[src/rtl/alu_result_stage.sv]
// -----------------------------------------------------------------------------
// alu_result_stage
//
// Registered result/flag stage placed directly after the W-bit ripple-carry
// adder. Captures the sum, carry-out, operand sign bits and destination tag.
// Derives the NZCV flags and presents result, flags and tag to writeback over
// a valid/ready handshake.
//
// A main register plus a one-entry skid register (two entries in total) lets
// in_ready come straight from a flop. Backpressure from writeback therefore
// never forms a combinational path back into the adder.
//
// Optional feature macro: ALU_SAT_EN
//   Defined   : in_sat=1 with a signed overflow stores the saturated value.
//               N and Z follow the saturated value; C and V stay raw, so V
//               still reports the overflow.
//   Undefined : in_sat is ignored and no saturation logic is built.
//
// Parameters
//   W     datapath width (must match the adder)
//   RD_W  destination-register tag width
//
// Ports
//   clk         rising-edge clock
//   rst_n       asynchronous active-low reset
//   in_valid    upstream holds a valid adder result
//   in_ready    stage can accept (registered)
//   in_sum      adder sum
//   in_cout     adder carry-out
//   in_a_msb    MSB of operand A as fed to the adder
//   in_b_msb    MSB of operand B as fed to the adder (post-inversion for SUB)
//   in_sat      signed saturation request
//   in_rd       destination tag
//   out_valid   result available
//   out_ready   writeback accepts
//   out_result  registered result
//   out_flags   {N,Z,C,V}
//   out_rd      registered tag
// -----------------------------------------------------------------------------
module alu_result_stage #(
  parameter int W    = 32,
  parameter int RD_W = 5
) (
  input  logic            clk,
  input  logic            rst_n,
  input  logic            in_valid,
  output logic            in_ready,
  input  logic [W-1:0]    in_sum,
  input  logic            in_cout,
  input  logic            in_a_msb,
  input  logic            in_b_msb,
  input  logic            in_sat,
  input  logic [RD_W-1:0] in_rd,
  output logic            out_valid,
  input  logic            out_ready,
  output logic [W-1:0]    out_result,
  output logic [3:0]      out_flags,
  output logic [RD_W-1:0] out_rd
);

  typedef enum logic [1:0] {
    EMPTY = 2'd0,  // main invalid
    ONE   = 2'd1,  // main valid
    TWO   = 2'd2   // main and skid valid
  } state_t;

  state_t state_reg, state_next;

  logic [W-1:0]    main_result_reg, skid_result_reg;
  logic [3:0]      main_flags_reg,  skid_flags_reg;
  logic [RD_W-1:0] main_rd_reg,     skid_rd_reg;
  logic            in_ready_reg;

  // ---------------------------------------------------------------------------
  // Capture path: result and flags of the word currently on the input.
  // ---------------------------------------------------------------------------
  logic         raw_v;
  logic [W-1:0] cap_result;
  logic [3:0]   cap_flags;

  // Signed overflow: both operands share a sign that the sum does not.
  assign raw_v = (in_a_msb == in_b_msb) && (in_sum[W-1] != in_a_msb);

`ifdef ALU_SAT_EN
  always_comb begin
    cap_result = in_sum;
    if (in_sat && raw_v) begin
      // Clamp toward the sign of the operands.
      cap_result = in_a_msb ? {1'b1, {(W-1){1'b0}}} : {1'b0, {(W-1){1'b1}}};
    end
  end
`else
  logic unused_sat;
  assign unused_sat = in_sat;
  assign cap_result = in_sum;
`endif

  // N and Z follow the stored value; C and V always describe the raw add.
  assign cap_flags = {cap_result[W-1], (cap_result == '0), in_cout, raw_v};

  // ---------------------------------------------------------------------------
  // Handshake and occupancy FSM
  // ---------------------------------------------------------------------------
  logic in_xfer, out_xfer;
  logic load_main, load_skid, shift_skid;

  assign out_valid = (state_reg != EMPTY);
  assign in_ready  = in_ready_reg;
  assign in_xfer   = in_valid && in_ready_reg;
  assign out_xfer  = out_valid && out_ready;

  always_comb begin
    state_next = state_reg;
    load_main  = 1'b0;
    load_skid  = 1'b0;
    shift_skid = 1'b0;
    unique case (state_reg)
      EMPTY: begin
        if (in_xfer) begin
          load_main  = 1'b1;
          state_next = ONE;
        end
      end
      ONE: begin
        if (in_xfer && out_xfer) begin
          load_main = 1'b1;
        end else if (out_xfer) begin
          state_next = EMPTY;
        end else if (in_xfer) begin
          load_skid  = 1'b1;
          state_next = TWO;
        end
      end
      TWO: begin
        // in_ready is low here, so only the drain side can move.
        if (out_xfer) begin
          shift_skid = 1'b1;
          state_next = ONE;
        end
      end
      default: state_next = EMPTY;
    endcase
  end

  always_ff @(posedge clk or negedge rst_n) begin
    if (!rst_n) begin
      state_reg       <= EMPTY;
      in_ready_reg    <= 1'b1;
      main_result_reg <= '0;
      main_flags_reg  <= '0;
      main_rd_reg     <= '0;
      skid_result_reg <= '0;
      skid_flags_reg  <= '0;
      skid_rd_reg     <= '0;
    end else begin
      state_reg    <= state_next;
      // Registered copy of "skid will be empty next cycle".
      in_ready_reg <= (state_next != TWO);
      if (load_main) begin
        main_result_reg <= cap_result;
        main_flags_reg  <= cap_flags;
        main_rd_reg     <= in_rd;
      end else if (shift_skid) begin
        main_result_reg <= skid_result_reg;
        main_flags_reg  <= skid_flags_reg;
        main_rd_reg     <= skid_rd_reg;
      end
      if (load_skid) begin
        skid_result_reg <= cap_result;
        skid_flags_reg  <= cap_flags;
        skid_rd_reg     <= in_rd;
      end
    end
  end

  assign out_result = main_result_reg;
  assign out_flags  = main_flags_reg;
  assign out_rd     = main_rd_reg;

endmodule
[config.mk]
export PLATFORM = sky130hd
export DESIGN_NAME = alu_result_stage
export DESIGN_NICKNAME = d
export VERILOG_FILES = /design/src/rtl/alu_result_stage.sv
export SDC_FILE = /design/constraint.sdc
export NUM_CORES = 1
export LEC_CHECK = 0
export ABC_AREA = 1
export BUFFER_PORTS_ARGS = -buffer_cell sky130_fd_sc_hd__buf_2
export CAP_MARGIN = 15
export CELL_PAD_IN_SITES_DETAIL_PLACEMENT = 1
export CELL_PAD_IN_SITES_GLOBAL_PLACEMENT = 2
export CORE_MARGIN = 4
export CORE_UTILIZATION = 29
export CTS_CLUSTER_DIAMETER = 120
export DETAILED_ROUTE_END_ITERATION = 8
export PLACE_DENSITY = 0.78
export SLEW_MARGIN = 20
export SYNTH_ARGS = -nofsm -noshare
export SYNTH_HDL_FRONTEND = slang
export SYNTH_SLANG_ARGS = --single-unit
[constraint.sdc]
create_clock -name clk -period 1.6 [get_ports clk]
set_input_delay 0.16 -clock clk [delete_from_list [all_inputs] [get_ports clk]]
set_output_delay 0.16 -clock clk [all_outputs]
set_load 0.05 [all_outputs]
==> qor.yml, run 1 <==
finalHoldViolCount: 0
max_freq_mhz: 688.7
drt-vias-per-instance: 4.584
drt-initial-drc-count: 117
synth_top_family_by_area: "simple AND/OR/NAND/NOR gates"
maxSlewViolCount: 0
startpoint_type: "flop"
cts_max_level: 3
grt_pass1_wl_um: 16950
clk_path_buf_depth: 2
wl_um: 10200
dieWidth_um: 119.0
final_common_cell: "nand2_1"
fin_cells: 697
rrSetupSlack_ps: 150
setup-violations-final: 0
end_kind: "flop"
syn_avg_cell_area_um2: 8.196
worst_hold_slack_ps: 56.76
dieHeight_um: 119.0
post_drt_wl_per_cell_um: 14.63
crit_path_end: "out_flags[2]"
slew_headroom_pct: 67.87
die-area_um2: 14160
worst-setup-path-type: "flop to flop"
drt-pass1-iter-count: 4
cts_tree: "built"
floorplan.initialDensity_pct: 29.63
synth.distinct_cells: 15
core_um2: 12060
cp_max_fo: 37
critPathLaunch: "in_ready"
area_delta_synth_final_pct: 29.06
rows: 40
crit_required_ps: 1830
vias: 3195
hp-class: "input port to flop"
portBuffers: 86
numCtsBuffers: 9
synth_seq_cells: 83
antenna_found_initial: 0
synthXorXnorAreaFrac_pct: 0.2451
place_congestion: 0.7647
finClkSkew_ps: 4.562
drc: 0
drtAntennaViolNets: 0
syn_nets: 481
final.period_utilization_pct: 90.75
grt_overflow_total: 0
r2r_start: "in_ready"
synthCells: 436
vdd_drop_max_v: 0.0007922
ys_seq_area_share_pct: 58.16
synth_top_area_share_pct: 57.42
yosysWarnings: 0
antenna_cells: 0
synth-adder-area-share_pct: 0
final_area_um2: 4612
p_leak_nw: 2.409
period_needed_ps: 1452
power_mw: 9.911
rr_worst_depth: 8
setup_slack_ps: 148.1
syn_area_um2: 3573
grt_setup_unrepaired: "no"
post-place-ws_ps: 149.1
ioPinCount: 88
r2r_end: "out_flags[2]"
layout-drive-gt1-share_pct: 23.25
power.density_nw_per_um2: 2149
status: "completed"
nets: 569
yosys-top-cells-area: "dfrtp_1 57%, nand2_1 20%, nand3_1 9.8%, nor2_1 2.7%, o211ai_1 2.1%"
path_clk_slew_ps: 60
layout_common_cells: "187 x nand2_1, 85 x buf_2, 82 x dfrtp_1, 69 x nand3_1, 26 x nor2_1"
grt_max_degree: 38
postLayoutCoreUtil_pct: 38.24
clockRootBuffer: "clkbuf_16"
place_inst: 680
synth_top_area_cell: "dfrtp_1"
clkLatencyLatePin_ps: 330
dpl-instance-area_um2: 4297
muxShareOfSynthArea_pct: 0
worst_pin_slew_ps: 482.0
maxCapViolCount: 0
crit_arrival_ps: 1680
synth_compound_area_share_pct: 3.922
dp.final_hpwl_um: 7031
gr-usage-all-layers_pct: 14.98
grt_pass1_vias: 3403
yosys.area_share.simple_pct: 32.46
tns_ps: 0
cts.sinks: 83
[synth_stat cells]
cell and instances:
xnor2_1 1, nor2_1 26, o21ai_0 11, dfrtp_1 82, buf_4 2, o211ai_1 10
a21oi_1 2, inv_1 16, buf_2 11, clkbuf_1 12, nand2_2 1, nand3_1 70
nand2_1 188, inv_2 3, dfstp_2 1
[worst max-delay path, stage by stage (launching register included)]
cell,delay [ps]
dfstp_2,530
nand2_1,70
nor2_1,180
nand2_2,130
buf_12,190
nand3_1,90
nand2_1,50
inv_1,60
nand2_1,50
[kinds of logic after synthesis]
| kind of cell | count (synthesis) |
|---|---|
| DFF | 83 |
| buffers and inverters | 44 |
| and+or+nand+nor | 285 |
| xor gates and xnor gates | 1 |
| AOI/OAI and AO/OA | 23 |
[what timing repair did]
| item | in CTS | in global routing |
|---|---|---|
| hold buffers | 1 | 0 |
| hold endpoints to repair | 32 | 0 |
| setup buffers | 0 | 0 |
| gates resized for setup | 0 | 0 |
| setup endpoints to repair | 0 | 0 |
[routing by layer]
metal | vias up | part of all wire, % | global-route usage [%]
met3 | 14 | 4.2 | 3.181
met1 | 1552 | 46 | 18.63
met5 | - | 0 | 0
li1 | 1564 | - | -
met2 | 65 | 48 | 25.33
met4 | 0 | 1.7 | 5.938
[report_power, final]
| part | switching [mW] | internal, mW |
|---|---|---|
| registers | 0.514 | 3.06 |
| clock network | 0.819 | 1.29 |
| logic | 3.11 | 1.11 |
| total | 4.44 | 5.47 |
[worst min path at each step]
| stage | startpoint | end | cells past startpoint |
|---|---|---|---|
| finish | in_sum[24] | skid_result_reg[24] | 3 |
| global route | in_sum[24] | skid_result_reg[24] | 3 |
| CTS | in_sum[24] | skid_result_reg[24] | 3 |
| detailed placement | rst_n | out_result[5] | 1 |
| global placement | rst_n | skid_result_reg[5] | 1 |
| floorplan | rst_n | out_flags[0] | 0 |
[final cells by class]
class,instances,area (um2)
sequential,83,2078
clock buffer,12,256.5
multi-input combinational,309,1316
timing repair buffer,102,630.6
clock inverter,4,48.80
inverter,19,71.32
fill,1468,7450
tap,168,210.2
Power figures use the tool's default switching activity.
==> run 2: changes to the inputs <==
==> constraint.sdc (replaced) <==
create_clock -name clk -period 1.6 [get_ports clk]
set_input_delay 0.32 -clock clk [delete_from_list [all_inputs] [get_ports clk]]
set_output_delay 0.32 -clock clk [all_outputs]
set_load 0.05 [all_outputs]
==> run 2 against run 1 <==
  * Final cell count did not move
  * Flip-flop and latch count did not move
  * Register-to-register slack improved by 70 ps
  * Highest routed layer unchanged
==> qor.yml, run 2 (synthesized netlist as in run 1, its figures left out) <==
post-cts-setup-buffer-count: 0
antenna_found_initial: 0
clockRootBuffer: "clkbuf_16"
nets: 570
die-area_um2: 14160
portBuffers: 86
fill_cells: 1488
crit_required_ps: 1280
final_common_cell: "nand2_1"
crit_arrival_ps: 1210
area_delta_synth_final_pct: 29.24
place_congestion: 0.7611
period_needed_ps: 1526
grt_pass1_wl_um: 17620
slew_headroom_pct: 80.47
holdCritStartpoint: "in_sum[10]"
post_drt_wl_per_cell_um: 15.02
floorplan.initialDensity_pct: 29.63
drc: 0
drt-initial-drc-count: 198
hold_end: "skid_result_reg[10]"
rows: 40
maxCapViolCount: 0
worst_pin_slew_ps: 293.0
power.density_nw_per_um2: 2147
final.period_utilization_pct: 95.35
numCtsBuffers: 9
path_clk_slew_ps: 60
drtAntennaViolNets: 0
dieHeight_um: 119.0
drt-pass1-iter-count: 4
cts_tree: "built"
max_freq_mhz: 655.5
r2r_start: "state_reg[1]"
layout-drive-gt1-share_pct: 23.25
wl_um: 10470
vias: 3223
grt_pass1_vias: 3525
clk_path_buf_depth: 2
status: "completed"
drt-vias-per-instance: 4.624
dp.final_hpwl_um: 7199
cp_max_fo: 4
cts.sinks: 83
grt_max_degree: 43
grt_overflow_total: 0
layout_common_cells: "187 x nand2_1, 84 x buf_2, 82 x dfrtp_1, 69 x nand3_1, 25 x nor2_1"
holdPathStages: 3
ioPinCount: 88
finClkSkew_ps: 11.01
tns_ps: 0
rrSetupSlack_ps: 220
hp-class: "input port to flop"
worst-setup-path-type: "flop to primary output"
gr-usage-all-layers_pct: 15.57
startpoint_type: "flop"
grt_setup_unrepaired: "no"
p_leak_nw: 2.406
setup-violations-final: 0
cts_max_level: 3
rr_worst_depth: 9
end_kind: "primary output"
dieWidth_um: 119.0
clkLatencyLatePin_ps: 340
r2r_end: "out_flags[2]"
maxSlewViolCount: 0
finalHoldViolCount: 0
antenna_cells: 0
vdd_drop_max_v: 0.0008032
power_mw: 9.916
core_um2: 12060
[run 2: changes by cell type in the layout (fill, tap and decap cells not counted), sizes merged]
cell / previous run / this run
clkbuf: 12 / 14
clkinv: 3 / 1
[run 2: report_power, final]
part | internal [mW] | leakage (nW) | switching, mW
Sequential | 3.06 | 1.03 | 0.522
Clock | 1.28 | 0.146 | 0.795
Combinational | 1.12 | 1.23 | 3.13
Total | 5.47 | 2.41 | 4.45
[run 2: how the worst max path moves through the flow]
| stage | end | startpoint | slack [ps] |
|---|---|---|---|
| floorplan | out_flags[2] | state_reg[1] | 40 |
| detailed placement | out_result[1] | in_ready | 150 |
| CTS | out_valid | state_reg[1] | 60 |
| global placement | out_rd[0] | in_ready | 180 |
| finish | out_valid | state_reg[1] | 70 |
| global route | out_valid | state_reg[1] | 20 |
[run 2: repair_timing]
action / 4_1_cts / 5_1_grt
hold buffers: 1 / 0
resized for setup: 0 / 3
endpoints found under the hold margin: 18 / 0
endpoints found under the setup margin: 0 / 7
[run 2: metrics by stage]
| step | cell area (um2) | worst slack (ps) | hold slack [ps] | util, % | instances |
|---|---|---|---|---|---|
| after floorplan | 3573 | 40.43 | 24.41 | - | 436 |
| after global placement | 4304 | 178.7 | 230.6 | 35.68 | 681 |
| after detailed placement | 4304 | 145.0 | 227.5 | 35.68 | 681 |
| after CTS | 4609 | 56.68 | 202.5 | 38.22 | 697 |
| after global routing | 4618 | 24.29 | 210.8 | 38.29 | 697 |
| final | 4618 | 74.44 | 210.2 | 38.29 | 697 |
[run 2: area by class of cell]
type	count	area, um2	share of cell area, %
inverter	19	71.32	1.544
multi-input combinational	309	1319	28.56
clock buffer	13	260.3	5.635
timing repair buffer	103	644.4	13.95
tap	168	210.2	4.552
sequential	83	2078	45.00
clock inverter	2	35.03	0.7586
[run 2: metal layers]
metal / vias up / share of wire (%) / GRT usage, %
met5: - / 0 / 0
met4: 0 / 1.3 / 4.779
met3: 10 / 4.0 / 3.846
met2: 65 / 48 / 26.25
met1: 1591 / 46 / 19.69
li1: 1557 / - / -
[run 2: worst max-delay path, cell delays in order (launching register included)]
cell and delay, ps:
dfrtp_1 410, inv_1 120, nand2_1 110, clkbuf_4 230
==> run 3: changes to the inputs <==
CELL_PAD_IN_SITES_DETAIL_PLACEMENT = 2   (was 1)
CORE_ASPECT_RATIO = 2   (was unset)
==> run 3 against run 2 <==
  * Highest routed layer unchanged
  * Critical path type unchanged
  * Via count increased by 4.6%
  * Clock power is 9.6% higher
  * Sequential share of layout area decreased by 0.24 points
  * Design area increased by 0.54%
  * Worst hold slack improved by 3.1 ps
  * Worst setup slack gained 31 ps
==> qor.yml, run 3 (synthesized netlist as in run 1, its figures left out) <==
portBuffers: 86
rows: 57
fin_cells: 680
comb_power_share_pct: 42.4
drtAntennaViolNets: 0
clk_path_buf_depth: 2
p_int_mw: 5.641
p_leak_nw: 2.436
tns_ps: 0
vdd_drop_max_v: 0.0008601
startpoint_type: "flop"
status: "completed"
place_inst: 663
cts_tree: "built"
antenna_cells: 0
worst-setup-path-type: "flop to primary output"
layout-drive-gt1-share_pct: 24.20
swShare_pct: 45.04
die-area_um2: 14270
grt_pass1_wl_um: 19720
finalHoldViolCount: 0
area_delta_synth_final_pct: 29.94
drt-vias-per-instance: 4.957
vias: 3371
max_freq_mhz: 669.3
clockPowerShare_pct: 22.2
maxSlewViolCount: 0
final_common_cell: "nand2_1"
cts_max_level: 3
wl_um: 12150
place_congestion: 0.7645
seqPwrFrac_pct: 35.4
cts.sinks: 83
floorplan.initialDensity_pct: 29.47
setup_slack_ps: 105.8
drt-initial-drc-count: 92
layout_common_cells: "187 x nand2_1, 84 x buf_2, 82 x dfrtp_1, 69 x nand3_1, 25 x nor2_1"
dieWidth_um: 86.49
dp.final_hpwl_um: 8645
fill_cells: 1407
maxCapViolCount: 0
p_sw_mw: 4.623
drc: 0
cp_max_fo: 4
gr-usage-all-layers_pct: 18.02
power_mw: 10.26
core_um2: 12120
post_drt_wl_per_cell_um: 17.86
grt_max_degree: 31
power.density_nw_per_um2: 2211
grt_setup_unrepaired: "yes"
slew_headroom_pct: 71.28
setup-violations-final: 0
drt-pass1-iter-count: 4
clockRootBuffer: "clkbuf_16"
dieHeight_um: 165.0
finClkSkew_ps: 7.002
period_needed_ps: 1494
crit_arrival_ps: 1170
grt_overflow_total: 0
worst_pin_slew_ps: 430.9
hp-class: "input port to flop"
antenna_found_initial: 0
ioPinCount: 88
post-place-ws_ps: 121.5
nets: 573
final.period_utilization_pct: 93.39
grt_pass1_vias: 3885
crit_required_ps: 1280
end_kind: "primary output"
clkLatencyLatePin_ps: 340
path_clk_slew_ps: 60
numCtsBuffers: 9
-- run 3: what timing repair did --
item | 4_1_cts | 5_1_grt
hold buffers | 1 | 0
resized for setup | 0 | 3
hold endpoints to repair | 24 | 0
buffers inserted | 0 | 0
endpoints found under the setup margin | 0 | 7
-- run 3: area by class of cell --
cell class / instances / area [um2] / share of cell area, %
Clock inverter: 5 / 75.07 / 1.617
Clock buffer: 11 / 252.7 / 5.443
Inverter: 19 / 71.32 / 1.536
Sequential cell: 83 / 2078 / 44.76
Timing Repair Buffer: 106 / 663.1 / 14.28
Tap cell: 147 / 183.9 / 3.961
Multi-Input combinational cell: 309 / 1319 / 28.40
-- run 3: worst paths after layout --
path                                     start                   to  slack, ps  depth (start not counted)
min in group asynchronous                rst_n        out_result[8]        460                          2
max reg2reg                           in_ready       skid_rd_reg[3]        140                          6
min reg2reg                skid_result_reg[16]  skid_result_reg[16]        480                          2
max                               state_reg[1]            out_valid        110                          3
min                                 in_sum[22]  skid_result_reg[22]        210                          3
max in group asynchronous                rst_n             in_ready        560                          3
-- run 3: power by group through the flow --
| stage | registers (mW) | clock network [mW] | logic, mW |
|---|---|---|---|
| 2_1_floorplan | 5.20 | 0 | 1.44 |
| 3_3_place_gp | 3.59 | 0 | 4.23 |
| 3_5_place_dp | 3.66 | 0 | 4.38 |
| 4_1_cts | 3.64 | 2.34 | 4.43 |
| 5_1_grt | 3.76 | 2.42 | 4.73 |
| 6_report | 3.63 | 2.28 | 4.35 |
-- run 3: layer usage --
| layer | routed length [um] | up-vias | GRT usage, % |
|---|---|---|---|
| met2 | 7186 | 52 | 35.91 |
| met4 | 178 | 0 | 5.319 |
| met5 | 0 | - | 0 |
| met3 | 321 | 11 | 2.197 |
| met1 | 4460 | 1743 | 18.98 |
| li1 | - | 1565 | - |
-- run 3: through the flow --
stage	utilization, %	hold WS, ps	instance area (um2)
2_1_floorplan	-	24.41	3573
3_3_place_gp	35.47	277.9	4300
3_5_place_dp	35.47	282.3	4300
4_1_cts	38.26	208.0	4638
5_1_grt	38.30	216.2	4643
6_report	38.30	213.3	4643
-- run 3: critical path, cell delays in order, from the launching register on --
cell	delay, ps
dfrtp_1	410
inv_1	120
nand2_1	100
buf_4	200
